### src/rtl/beh_stack_shifter.sv
// LIFO stack built as a bidirectional shift register; stk_q[0] is the top of stack.
// Define STACK_ERR_EN to add the sticky overflow/underflow outputs ovf and unf.
module beh_stack_shifter #(
  parameter int WIDTH = 8,
  parameter int DEPTH = 4,
  parameter int CNT_W = $clog2(DEPTH+1)
) (
  input  logic             clk,
  input  logic             rst,
  input  logic             push,
  input  logic             pop,
  input  logic [WIDTH-1:0] din,
  output logic [WIDTH-1:0] dout,
  output logic             valid,
  output logic             empty,
  output logic             full,
  output logic [CNT_W-1:0] count
`ifdef STACK_ERR_EN
  ,
  output logic             ovf,
  output logic             unf
`endif
);

  logic [WIDTH-1:0] stk_q [DEPTH];
  logic [WIDTH-1:0] stk_d [DEPTH];
  logic [CNT_W-1:0] count_q, count_d;
  logic             empty_w, full_w;
  logic             do_push, do_pop, do_repl;

  assign empty_w = (count_q == '0);
  assign full_w  = (count_q == CNT_W'(DEPTH));

  // Push+pop on an empty stack degenerates to a plain push.
  assign do_push = push && (!pop || empty_w) && !full_w;
  assign do_pop  = pop && !push && !empty_w;
  assign do_repl = push && pop && !empty_w;

  always_comb begin
    for (int i = 0; i < DEPTH; i++) stk_d[i] = stk_q[i];
    count_d = count_q;
    if (do_push) begin
      for (int i = 1; i < DEPTH; i++) stk_d[i] = stk_q[i-1];
      stk_d[0] = din;
      count_d  = count_q + CNT_W'(1);
    end else if (do_pop) begin
      for (int i = 0; i < DEPTH-1; i++) stk_d[i] = stk_q[i+1];
      stk_d[DEPTH-1] = '0;
      count_d        = count_q - CNT_W'(1);
    end else if (do_repl) begin
      stk_d[0] = din;
    end
  end

  genvar gi;
  generate
    for (gi = 0; gi < DEPTH; gi++) begin : g_entry
      always_ff @(posedge clk or posedge rst) begin
        if (rst) stk_q[gi] <= '0;
        else     stk_q[gi] <= stk_d[gi];
      end
    end
  endgenerate

  always_ff @(posedge clk or posedge rst) begin
    if (rst) count_q <= '0;
    else     count_q <= count_d;
  end

`ifdef STACK_ERR_EN
  logic ovf_q, unf_q;

  always_ff @(posedge clk or posedge rst) begin
    if (rst) begin
      ovf_q <= 1'b0;
      unf_q <= 1'b0;
    end else begin
      if (push && !pop && full_w) ovf_q <= 1'b1;
      if (pop && empty_w)         unf_q <= 1'b1;
    end
  end

  assign ovf = ovf_q;
  assign unf = unf_q;
`endif

  assign dout  = stk_q[0];
  assign count = count_q;
  assign empty = empty_w;
  assign full  = full_w;
  assign valid = !empty_w;

endmodule

### config.mk
export PLATFORM = sky130hd
export DESIGN_NAME = beh_stack_shifter
export DESIGN_NICKNAME = d
export VERILOG_FILES = /design/src/rtl/beh_stack_shifter.sv
export SDC_FILE = /design/constraint.sdc
export NUM_CORES = 1
export LEC_CHECK = 0
export BUFFER_PORTS_ARGS = -buffer_cell sky130_fd_sc_hd__buf_2
export CAP_MARGIN = 20
export CORE_MARGIN = 8
export CORE_UTILIZATION = 43
export DETAILED_ROUTE_END_ITERATION = 10
export GPL_ROUTABILITY_DRIVEN = 0
export GPL_TIMING_DRIVEN = 1
export SYNTH_ARGS = -nofsm -noshare
export SYNTH_HDL_FRONTEND = slang
export SYNTH_SLANG_ARGS = --single-unit
### constraint.sdc
create_clock -name clk -period 3.4 [get_ports clk]
set_clock_uncertainty 0.15 [all_clocks]
set_input_delay 0.17 -clock clk [delete_from_list [all_inputs] [get_ports clk]]
set_output_delay 0.17 -clock clk [all_outputs]
set_load 0.01 [all_outputs]
==> results <==
- In this run the number of cells on the critical path is 5.
- The kind of cell adding the most delay to the critical path is simple AND/OR/NAND/NOR gates.
- For this run, the number of Yosys warnings is 0.
- The core region is 3660 µm².
- The repair_antennas step left the layout with diodes totalling 0.
- TritonCTS built the clock tree.
- Each instance of the synthesized netlist takes up on average 11.5 µm².
- Setup repair after global routing left no endpoint under its margin.
- The pre-antenna-repair detailed-routing pass consisted of 5 iterations.
- Synthesis inferred 35 register bits.
- The full die area is about 6000 µm².
- The maximum number of pins on one net before global-route repair is 36.
- The run finished with clean final reports.
- The worst-case setup slack after placement is 1.10 ns.
- Once detailed placement completed, the half-perimeter wirelength came to between 2000 and 2500 µm.
- For the final routed database, the setup TNS stands at 0 ns.
- The cell with the largest stage delay on the worst path is and3b_2.
- The arrival time at the worst endpoint is 2.30 ns.
- In the routed design, unresolved DRC markers number 0.
- In the final layout, the share of cells above drive strength 1 is 0.302.
- In this run the vertical extent of the chip is 77.7 µm.
- The final count of hold timing violations is 0.
- In the final routed layout, each cell accounts on average for between 15 and 20 µm.
- The worst ir drop on vdd is 0.311 mV.
- Port buffering added 25 buffers.
- The share of the core filled with cells in the final layout is 0.524.
- The number of different library cells used by synthesis comes to 25.
- The classification of the worst-slack hold path is flop to flop.
- Summing every instance area after synthesis gives between 1500 and 2000 µm².
- The worst path meets setup with 1.10 ns of slack.
- The share of synthesized area occupied by flip-flops and latches is 0.534.
- The number of instances in the synthesized netlist is 143.
- The clock reaches the later pin of the worst-skew pair after 0.29 ns.
- The number of buffers between clock root and the deepest sink is 2.
- The dominant register cell in the synthesized netlist is dfrtp_1.
- The number of placed cells counting well taps is a little over 200.
- Across every metal layer, demand over resource in global routing totals 0.121.
- CTS built an H-tree with a depth of 2.
- The number of endpoints failing setup at the final stage is 0.
- The startpoint identified for the worst hold timing path is stk_q[0]$_DFFE_PP0P_.
- STA classifies the critical path endpoint as a flop.
- The top-level port count is 26.
- The count of filler cells inserted in the layout is 327.
- For hold timing, the worst endpoint is stk_q[0]$_DFFE_PP0P_.
- Once layout is complete, the cells apart from fillers number 220.
- Along the worst path, the maximum fanout reaches 29.
- The site row count is 22.
- Power spread over the standard cell area amounts to about 800 nW/µm².
- Buffers added to address setup during post-CTS repair amount to 0.
- The via count of the first global-routing pass is 1,136.
- At the end of the flow, the number of nets in the layout was 185.
- The layout overhead on the synthesized area is 17.0%.
- Counting every net in the synthesized netlist gives 156.
- For the pin with the worst max-slew slack, the measured transition is 0.714 ns.
- The async set or reset register ratio after synthesis is 1.00.
- The tool flagged a number of max-cap violations equal to 0.
- The worst slew margin relative to its limit is 0.524.
- The leakage power figure is 0.930 nW.
- The count of flip-flops with a built-in enable after synthesis is 0.
- The setup path with the least slack is of type flop to flop.
- The number of antenna violations at the first check in global routing came to 0.
- Wires add up to 3390 µm.
- The horizontal die dimension is 77.7 µm.
- In this run, CTS created clock tree buffers numbering 5.
- The worst reg-to-reg setup slack is 1.10 ns.
- Clock-pin slew was measured on the worst setup and hold paths at 0.07 ns.
- Dividing the detail-routed via count by the number of cells gives 5.35.
- The TritonCTS sink count is 35.
- The initial utilization of the core area, before any placement, comes to 0.448.
- The first global-routing pass estimated 5810 µm of wire.
- The cell sitting at the root of the clock tree is a clkbuf_8.
- The required time reported for the critical path endpoint is between 3 and 4 ns.
- The detailed router placed ~1,200 vias in this run.
- The residual overflow from global routing is 0.
- The depth of the worst hold-timing path is 1.
- Walking the worst path, the cells encountered are nor3b_1 > and3b_2 > or2_0 > buf_4 > o21ai_0.
- The kind of start point of the critical path is a flop.
- The completed layout was analyzed and its total power is about 1.5 mW.
- The worst reg-to-reg path cell count is 5.
- The fmax is 0.436 GHz.
- The number of buffers and inverters on the critical path is 1.
- The launching point of the worst reg2reg path is count[2]$_DFFE_PP0P_.
- The max-slew violation count is 0.
- The time the final worst path needs with I/O delays and setup is 2.30 ns.
- The final cycle utilization of the critical path is 0.675.
- In this run, the number of DRC markers left after iteration 0 of detailed routing was 120.
- The maximum cell stage delay along the critical path is roughly 0.60 ns.
- The endpoint identified for the worst register-to-register timing path is stk_q[19]$_DFFE_PP0P_.
- The count of antenna-violating nets left after detailed routing is 0.
-- layout make-up --
cell class,instances,area [µm²],area share
Inverter,29,109,0.0568
Sequential cell,35,876,0.457
Clock inverter,1,5.00,0.00261
Clock buffer,6,82.6,0.0431
Multi-Input combinational cell,64,548,0.286
Tap cell,48,60.1,0.0313
Timing Repair Buffer,37,238,0.124
-- where the power goes --
group | leakage [nW] | switching, mW | internal, mW
registers | 0.448 | 0.135 | 0.575
logic | 0.435 | 0.280 | 0.232
clock network | 0.0470 | 0.146 | 0.159
-- state kept, by name (all words and copies together), names as in the netlist --
register / flops
dout: 8
stk_q: 24
count: 3
-- kinds of logic (layout without fill, tap and decap cells) --
family,Yosys count,count (layout),share of synthesized area
xor+xnor,2,2,0.0107
fa+ha+maj,1,1,0.0122
compound gates,52,52,0.260
mux,2,2,0.0130
buf+inv,44,73,0.131
flops,35,35,0.534
simple gates,7,7,0.0389
-- worst register-to-register path, delay by kind of cell (launching register included) --
kind / cells / cell delay, ns
simple gates: 3 / 1.18
buf+inv: 1 / 0.29
flops: 1 / 0.43
compound gates: 1 / 0.11
-- how the worst max path moves through the flow --
stage                               from                    end
detailed placement  count[2]$_DFFE_PP0P_  stk_q[19]$_DFFE_PP0P_
floorplan           count[0]$_DFFE_PP0P_   count[2]$_DFFE_PP0P_
global route        count[1]$_DFFE_PP0P_  stk_q[19]$_DFFE_PP0P_
global placement    count[2]$_DFFE_PP0P_  stk_q[23]$_DFFE_PP0P_
CTS                 count[2]$_DFFE_PP0P_  stk_q[19]$_DFFE_PP0P_
finish              count[2]$_DFFE_PP0P_  stk_q[19]$_DFFE_PP0P_
-- cell usage in the layout, fill, tap and decap left out --
cell	Yosys	routed
buf_4	10	3
clkbuf_8	0	6
o32ai_2	1	1
a21oi_2	1	1
or2_0	1	1
buf_2	4	25
nor2_2	1	1
dfrtp_1	35	35
a222oi_1	8	8
a22oi_1	16	16
inv_1	28	28
xnor2_1	2	2
and3b_2	1	1
clkinv_2	0	1
nor3_1	1	1
o21ai_0	8	8
nor3b_1	1	1
dlygate4sd3_1	0	9
o21ai_2	9	9
mux2i_1	1	1
mux2_2	1	1
fa_1	1	1
a22o_1	8	8
inv_2	1	1
nand3_2	1	1
o41a_1	1	1
nor3b_4	1	1
-- Yosys cell counts, drive strengths merged, types with 2 or more instances --
| master | instances | area [µm²] |
|---|---|---|
| xnor2 | 2 | 17.5 |
| nor3b | 2 | 26.3 |
| buf | 15 | 106 |
| o21ai | 17 | 119 |
| a22oi | 16 | 120 |
| dfrtp | 35 | 876 |
| a22o | 8 | 70.1 |
| inv | 29 | 109 |
| a222oi | 8 | 80.1 |
-- metal layers --
layer / track usage / vias up / share of wire
li1: - / 556 / -
met1: 0.162 / 569 / 0.45
met2: 0.165 / 44 / 0.45
met3: 0.0484 / 7 / 0.073
met4: 0.0509 / 0 / 0.017
met5: 0 / - / 0
-- per-stage QoR --
step	hold slack (ns)	cell area [µm²]
finish	0.359	1920
global route	0.380	1920
CTS	0.358	1920
detailed placement	0.143	1740
global placement	0.141	1740
floorplan	0.145	1640
-- what timing repair did --
action,CTS,global route
resized for setup,0,0
hold buffers,9,0
endpoints found under the hold margin,43,0
Note: power is estimated with default switching activity, not from simulation.
